==> src/rtl/smachine_input_conditioner.sv <==
// S-Machine input conditioner: syncs and debounces two switches and the run button.
// Define SMACHINE_RUN_TOGGLE_EN to make the run button toggle enable instead of hold-to-run.
`timescale 1ns/1ps
module smachine_input_conditioner #(
    parameter int DEBOUNCE_CYCLES = 16,
    parameter int CNT_W           = $clog2(DEBOUNCE_CYCLES)
) (
    input  logic clk,
    input  logic reset,
    input  logic switch0_raw,
    input  logic switch1_raw,
    input  logic run_raw,
    output logic switch0,
    output logic switch1,
    output logic switch0_rise,
    output logic switch1_rise,
    output logic enable
);

    localparam logic [CNT_W-1:0] CNT_MAX = CNT_W'(DEBOUNCE_CYCLES - 1);

    // channel index: 0 = switch0, 1 = switch1, 2 = run
    logic [2:0]       raw;
    logic [2:0]       s1;
    logic [2:0]       s2;
    logic [2:0]       stable;
    logic [2:0]       done;
    logic [CNT_W-1:0] cnt [3];

    assign raw = {run_raw, switch1_raw, switch0_raw};

    always_ff @(posedge clk) begin
        if (reset) begin
            s1 <= '0;
            s2 <= '0;
        end else begin
            s1 <= raw;
            s2 <= s1;
        end
    end

    always_comb begin
        done = '0;
        for (int i = 0; i < 3; i++) begin
            done[i] = (s2[i] != stable[i]) && (cnt[i] == CNT_MAX);
        end
    end

    // any return to the stable level drops the partial count
    always_ff @(posedge clk) begin
        if (reset) begin
            stable <= '0;
            for (int i = 0; i < 3; i++) begin
                cnt[i] <= '0;
            end
        end else begin
            for (int i = 0; i < 3; i++) begin
                if (done[i]) begin
                    stable[i] <= s2[i];
                    cnt[i]    <= '0;
                end else if (s2[i] != stable[i]) begin
                    cnt[i] <= cnt[i] + CNT_W'(1);
                end else begin
                    cnt[i] <= '0;
                end
            end
        end
    end

    always_ff @(posedge clk) begin
        if (reset) begin
            switch0_rise <= 1'b0;
            switch1_rise <= 1'b0;
        end else begin
            switch0_rise <= done[0] & s2[0];
            switch1_rise <= done[1] & s2[1];
        end
    end

    assign switch0 = stable[0];
    assign switch1 = stable[1];

`ifdef SMACHINE_RUN_TOGGLE_EN
    logic run_toggle;

    always_ff @(posedge clk) begin
        if (reset) begin
            run_toggle <= 1'b0;
        end else if (done[2] & s2[2]) begin
            run_toggle <= ~run_toggle;
        end
    end

    assign enable = run_toggle;
`else
    assign enable = stable[2];
`endif

endmodule

==> config.mk <==
export PLATFORM = sky130hd
export DESIGN_NAME = smachine_input_conditioner
export DESIGN_NICKNAME = d
export VERILOG_FILES = /design/src/rtl/smachine_input_conditioner.sv
export SDC_FILE = /design/constraint.sdc
export NUM_CORES = 1
export LEC_CHECK = 0
export ABC_AREA = 1
export CAP_MARGIN = 15
export CORE_ASPECT_RATIO = 1.4
export CORE_MARGIN = 1.5
export CORE_UTILIZATION = 51
export CTS_BUF_LIST = sky130_fd_sc_hd__clkbuf_4
export CTS_CLUSTER_DIAMETER = 60
export DETAILED_ROUTE_END_ITERATION = 8
export GPL_ROUTABILITY_DRIVEN = 0
export HOLD_SLACK_MARGIN = 0.12
export PLACE_DENSITY = 0.77
export SYNTH_ARGS = -nofsm -noshare
export SYNTH_HDL_FRONTEND = slang
export SYNTH_SLANG_ARGS = --single-unit
==> constraint.sdc <==
create_clock -name clk -period 1.1 [get_ports clk]
set_clock_uncertainty 0.1 [all_clocks]
set_input_delay 0.22 -clock clk [delete_from_list [all_inputs] [get_ports clk]]
set_output_delay 0.22 -clock clk [all_outputs]
set_load 0.01 [all_outputs]
==> flow_summary_export.csv, run 1 <==
group,metric,value,unit
synth,ys_warn_count,0,
synth,synth_area,998.5,um2
setup_path,end_kind,"flop",
setup_path,crit_family,"flip-flops",
cells_and_area,syn2layout_area_growth,46.99,%
setup_path,cp.depth,4,
cells_and_area,antenna_cells,0,
cells_and_area,drive_gt1_frac,0.4085,
global_routing,grt_usage,0.1975,
placement,dpl.hpwl,1.338,mm
setup_path,cp-endpoint,"cnt[0][2]$_SDFFCE_PP0P_",
outcome,status,"finished with violations",
synth,avgSynthCellArea,9.601,um2
clocking,cts_buffers,3,
setup_path,rr_startpoint,"cnt[0][1]$_SDFFCE_PP0P_",
outcome,violations,"setup timing",
clocking,cts_tree,"built",
global_routing,grt_pass1_wl,3.022,mm
routing,drtIter0Drc,14,
setup_path,cp_max_fo,4,
routing,dr.pass1.iters,4,
floorplanning,die_y,55.36,um
timing,finalSetupViolCount,18,
routing,post_drt_wl_per_cell,12.14,um
setup_path,reg2regPathDepth,4,
synth,yosys.area.top_type,"edfxtp_1",
floorplanning,die-area,2236,um2
timing,hold_viol,0,
timing,period_share,1.113,
global_routing,antenna_found_initial,0,
synth,yosysUniqueCellTypes,17,
setup_path,crit_top_cell,"nand3_4",
setup_path,critPathRequiredTime,1.10,ns
setup_path,crit_buf_inv,0,
routing,ant_nets,0,
global_routing,grt_max_degree,14,
routing,drt_drc_violations_left,0,
setup_path,cp_cell_sequence,"ha_4, nand3_4, nand3_4, nor2_1",
pwr,p_leak,0.6048,nW
timing,holdWs,0.2910,ns
timing,max_freq,816.8,MHz
placement,dp_slack,-0.3008,ns
setup_path,critical-path-max-stage-delay,0.46,ns
floorplanning,coreArea,1802,um2
placement,placed_cell_area,1261,um2
setup_path,critPathLaunch,"cnt[0][1]$_SDFFCE_PP0P_",
clocking,cts.sink_count,23,
clocking,clk_path_buf_depth,2,
clocking,htreeDepth,1,
pwr,peakVddDrop,0.0009194,V
clocking,hold_buffers,0,
setup_path,startpoint_type,"flop",
global_routing,grt_overflow_total,0,
synth,synth.area.top_cells,"edfxtp_1 (36%), dfxtp_1 (22%), nor2_1 (8.6%)",
placement,portBuffers,9,
floorplanning,dieWidth,40.40,um
timing,maxSlewViolCount,0,
setup_path,critPathArrivalTime,1.22,ns
cells_and_area,nNetsFinal,151,
routing,vias_per_cell,4.840,
clocking,clockRootBuffer,"clkbuf_4",
floorplanning,start_util,0.5542,
floorplanning,ios,10,
synth,seq_area_frac_synth,0.5815,
cells_and_area,final_cell_mix,"inv_1 (15), nor2_1 (15), nand2_1 (12), edfxtp_1 (12), conb_1 (12)",
routing,vias,784,
worst_hold_path,worstHoldStart,"run_raw",
floorplanning,row_count,18,
clocking,clk_latency,0.32,ns
synth,ys_seq_elements,23,
global_routing,grt_pass1_vias,778,
setup_path,crit_path_top_delay_cell,"edfxtp_1",
synth,syn_inst,104,
timing,setup_ws,-0.1243,ns
timing,rsz0062_at_grt,"true",
clocking,clkSlewWorstSetupHoldPaths,0.13,ns
cells_and_area,stdcell_area,1468,um2
timing,period_needed,1.224,ns
worst_hold_path,hold_path_class,"in -> reg",
synth,netlist.area_leader.share,0.3609,
job,cap_violations,0,
setup_path,crit_type,"reg -> reg",
setup_path,worstReg2RegEnd,"cnt[0][2]$_SDFFCE_PP0P_",
pwr,power.density,1039,nW/um2
routing,totalWireLength,1.967,mm
setup_path,regToRegSetupSlack,-0.12,ns
-- power breakdown --
| part | switching, mW | internal [mW] |
|---|---|---|
| clock | 0.268 | 0.136 |
| combinational | 0.0723 | 0.0782 |
| sequential | 0.0358 | 0.933 |
-- metal layers --
metal	vias to the layer above	wire, um	track usage
met5	-	0	0
met4	0	49	0.1000
li1	398	-	-
met2	11	1111	0.3447
met1	370	765	0.2032
met3	5	41	0.03614
-- synth_stat cells --
| cell type | number |
|---|---|
| nor2_1 | 23 |
| inv_1 | 15 |
| nand2_1 | 15 |
| edfxtp_1 | 12 |
| dfxtp_1 | 11 |
| nand3_2 | 5 |
| nand4_1 | 5 |
| nand3_1 | 4 |
| ha_1 | 3 |
| xnor2_1 | 3 |
| a21oi_1 | 2 |
| a21oi_2 | 1 |
| buf_6 | 1 |
| conb_1 | 1 |
| inv_2 | 1 |
| nor3_2 | 1 |
| or2_1 | 1 |
-- flip-flops by register name, indices dropped and copies added, names as in the netlist --
| name | count |
|---|---|
| cnt | 12 |
| s2 | 3 |
| switch1_rise | 1 |
| stable | 3 |
| switch0_rise | 1 |
| s1 | 3 |
-- repair_timing --
action | CTS | global route
setup buffers | 0 | 1
pin swaps | 7 | 7
endpoints found under the setup margin | 20 | 21
gates resized for setup | 40 | 21
gates cloned | 0 | 0
-- area by class of cell --
| type | instances | area, um2 |
|---|---|---|
| timing repair buffer | 24 | 221.5 |
| fill | 112 | 334.1 |
| inverter | 16 | 60.06 |
| multi-input combinational | 75 | 548.0 |
| tap | 20 | 25.02 |
| sequential | 23 | 585.6 |
| clock buffer | 3 | 22.52 |
| clock inverter | 1 | 5.005 |
-- through the flow --
step | TNS, ns | std cells | utilization | power (mW)
after floorplan | -0.5093 | 115 | - | 1.039
after global placement | -4.742 | 157 | 0.7000 | 1.084
after detailed placement | -5.026 | 157 | 0.7000 | 1.092
after CTS | -1.054 | 161 | 0.7639 | 1.498
after global routing | -2.093 | 162 | 0.8146 | 1.568
final | -1.366 | 162 | 0.8146 | 1.524
-- how the worst min path moves through the flow --
stage	endpoint	slack (ns)	cells after the start
floorplan	s1[0]$_SDFF_PP0_	0.23	2
global placement	s2[1]$_SDFF_PP0_	0.29	2
detailed placement	s2[2]$_SDFF_PP0_	0.31	2
CTS	s1[2]$_SDFF_PP0_	0.30	3
global route	s1[0]$_SDFF_PP0_	0.31	3
finish	s1[2]$_SDFF_PP0_	0.29	3
-- worst reg2reg max path: stages, from the launching register on --
cell	delay, ns
edfxtp_1	0.46
ha_4	0.20
nand3_4	0.09
nand3_4	0.11
nor2_1	0.05
-- cell families after synthesis --
logic type,count (synthesis),synth area share
AND/OR/NAND/NOR,54,0.2607
flip-flops,23,0.5815
buffers and inverters,17,0.07142
AO/OA/AOI/OAI,3,0.01880
XOR/XNOR,3,0.02632
adder cells (fa/ha/maj),3,0.03760
other,1,0.003756
No activity file was read; power rests on OpenSTA's default activity.
==> inputs of run 2 (changes only) <==
--- a/config.mk
+++ b/config.mk
@@ -5,7 +5,7 @@
 export SDC_FILE = /design/constraint.sdc
 export NUM_CORES = 1
 export LEC_CHECK = 0
-export ABC_AREA = 1
+export ABC_AREA = 0
 export CAP_MARGIN = 15
 export CORE_ASPECT_RATIO = 1.4
 export CORE_MARGIN = 1.5
@@ -15,7 +15,7 @@
 export DETAILED_ROUTE_END_ITERATION = 8
 export GPL_ROUTABILITY_DRIVEN = 0
 export HOLD_SLACK_MARGIN = 0.12
-export PLACE_DENSITY = 0.77
+export PLACE_DENSITY = 0.78
 export SYNTH_ARGS = -nofsm -noshare
 export SYNTH_HDL_FRONTEND = slang
 export SYNTH_SLANG_ARGS = --single-unit
==> run 2 against run 1 <==
  * The flow still finishes with violations (setup timing)
  * Hold slack better by 0.076 ns
  * Clock-buffer cell count increased by 1
  * Non-clock buffer count grew 1
  * Synthesized area shrank 6.9%
  * Global-route usage is essentially flat
  * Clock power decreased by 4%
  * Via count down 18%
  * Largest cell class unchanged
==> flow_summary_export.csv, run 2 <==
group,metric,value,unit
clocking,clk_path_buf_depth,2,
global_routing,grt_overflow_total,0,
clocking,clk_latency,0.29,ns
floorplanning,dieWidth,39.09,um
timing,period_share,1.353,
synth,avgSynthCellArea,12.40,um2
synth,synth.most_common_cell,"nor2_1",
synth,synth_edf_count,12,
clocking,clkSlewWorstSetupHoldPaths,0.12,ns
routing,vias_per_cell,4.776,
cells_and_area,fin_cells,134,
setup_path,rr_startpoint,"cnt[2][0]$_SDFFCE_PP0P_",
setup_path,end_kind,"flop",
pwr,power.density,1102,nW/um2
setup_path,cp_max_fo,4,
routing,drtIter0Drc,8,
outcome,status,"finished with violations",
pwr,internal-power,1.165,mW
pwr,peakVddDrop,0.0008136,V
setup_path,critPathArrivalTime,1.55,ns
clocking,htreeDepth,1,
cells_and_area,layout_commonest_cell,"buf_4",
placement,dpl.hpwl,1.116,mm
pwr,p_sw,305.3,uW
global_routing,grt_pass1_vias,659,
routing,dr.pass1.iters,2,
floorplanning,die-area,2092,um2
cells_and_area,nNetsFinal,123,
global_routing,grt_max_degree,13,
routing,drt_drc_violations_left,0,
synth,ys_warn_count,0,
cells_and_area,regMostFlops,"cnt",
cells_and_area,fin_util,0.7698,
placement,portBuffers,9,
clocking,cts_buffers,3,
pwr,power_frac_comb,0.086,
floorplanning,start_util,0.5361,
global_routing,grt_usage,0.1980,
synth,ys_seq_elements,23,
worst_hold_path,worstHoldStart,"s1[1]$_SDFF_PP0_",
setup_path,reg2regPathDepth,4,
timing,rsz0062_at_grt,"true",
synth,async_flop_share,0,
setup_path,critPathLaunch,"cnt[2][0]$_SDFFCE_PP0P_",
synth,synth_area,929.6,um2
cells_and_area,largest_register_ffs,12,
setup_path,cp-endpoint,"cnt[2][1]$_SDFFCE_PP0P_",
setup_path,startpoint_type,"flop",
synth,yosysUniqueCellTypes,17,
pwr,p_leak,0.5688,nW
timing,finalSetupViolCount,17,
floorplanning,coreArea,1734,um2
synth,syn_inst,75,
synth,synthFlopType,"edfxtp_1",
clocking,cts.sink_count,23,
pwr,sw_frac_of_total,0.2076,
routing,post_drt_wl_per_cell,13.49,um
synth,synth.area.top_cells,"edfxtp_1 (39%), dfxtp_1 (24%), xor2_1 (6.6%)",
clocking,clockRootBuffer,"clkbuf_4",
timing,setup_ws,-0.3886,ns
setup_path,worstReg2RegEnd,"cnt[2][1]$_SDFFCE_PP0P_",
global_routing,antenna_found_initial,0,
synth,yosys.area.top_type,"edfxtp_1",
timing,period_needed,1.489,ns
synth,seq_area_frac_synth,0.6245,
floorplanning,row_count,18,
cells_and_area,final_cell_mix,"buf_4 (14), edfxtp_1 (12), conb_1 (12), nor2_1 (9)",
pwr,seqPwrFrac,0.649,
pwr,p_clk_frac,0.265,
outcome,violations,"setup timing",
clocking,cts_tree,"built",
routing,ant_nets,0,
cells_and_area,drive_gt1_frac,0.3684,
synth,ys_top_cells_by_count,"nor2_1 (13), edfxtp_1 (12), dfxtp_1 (11)",
cells_and_area,syn2layout_area_growth,43.61,%
timing,max_freq,671.8,MHz
floorplanning,ios,10,
job,cap_violations,0,
synth,netlist.area_leader.share,0.3876,
setup_path,crit_type,"reg -> reg",
clocking,hold_buffers,0,
timing,hold_viol,0,
global_routing,grt_pass1_wl,2.801,mm
cells_and_area,antenna_cells,0,
setup_path,critPathRequiredTime,1.17,ns
routing,totalWireLength,1.808,mm
worst_hold_path,hold_path_class,"reg -> reg",
setup_path,regToRegSetupSlack,-0.39,ns
timing,maxSlewViolCount,0,
placement,dp_cells,126,
routing,vias,640,
floorplanning,die_y,53.52,um
[run 2: critical path, stage by stage (launching register included)]
cell,delay (ns)
edfxtp_1,0.41
ha_2,0.20
and3_4,0.17
or3_4,0.37
nor2_2,0.10
[run 2: final cells by class]
cell class | count | area [um2]
clock buffer | 4 | 30.03
fill | 105 | 399.1
inverter | 3 | 11.26
multi-input combinational | 59 | 462.9
sequential | 23 | 588.1
tap | 20 | 25.02
timing repair buffer | 25 | 217.7
[run 2: how the worst min path moves through the flow]
stage	slack, ns	endpoint	cells after the start
floorplan	0.19	s1[0]$_SDFF_PP0_	1
global placement	0.32	s2[0]$_SDFF_PP0_	1
detailed placement	0.33	s2[2]$_SDFF_PP0_	1
CTS	0.36	s2[2]$_SDFF_PP0_	1
global route	0.38	s1[1]$_SDFF_PP0_	2
finish	0.37	s2[1]$_SDFF_PP0_	1
[run 2: repair_timing]
item / CTS / global route
setup buffers: 3 / 1
pin swaps: 5 / 3
gates resized for setup: 33 / 10
endpoints found under the setup margin: 22 / 21
[run 2: per-stage QoR]
step	area, um2	TNS, ns	hold slack, ns	setup slack (ns)	power (mW)
after floorplan	988.4	-1.932	0.1916	-0.3425	1.020
after global placement	1190	-5.967	0.3232	-0.3798	1.066
after detailed placement	1190	-6.541	0.3297	-0.4012	1.071
after CTS	1276	-3.187	0.3559	-0.3778	1.464
after global routing	1335	-4.318	0.3780	-0.4252	1.535
final	1335	-3.668	0.3672	-0.3886	1.471
[run 2: layer usage]
metal  global-route usage  vias up  wire, um
li1                     -      321         -
met1               0.2092      302       655
met2               0.3583       11      1064
met5                    0        -         0
met3              0.03361        6        37
met4               0.1034        0        50
[run 2: cell families (layout without fill, tap and decap cells)]
logic type / Yosys count / count (layout) / share of synthesized area
adders and majority gates: 3 / 3 / 0.04038
and+or+nand+nor: 32 / 32 / 0.1979
DFF: 23 / 23 / 0.6245
xor gates and xnor gates: 9 / 9 / 0.08480
muxes: 3 / 3 / 0.03230
other: 1 / 12 / 0.004034
buffers and inverters: 4 / 32 / 0.01615
[run 2: power by group through the flow]
stage	clock [mW]	combinational (mW)	sequential [mW]
finish	0.389	0.126	0.955
global route	0.435	0.141	0.959
CTS	0.397	0.113	0.955
detailed placement	0	0.100	0.970
global placement	0	0.0971	0.969
floorplan	0	0.0526	0.967
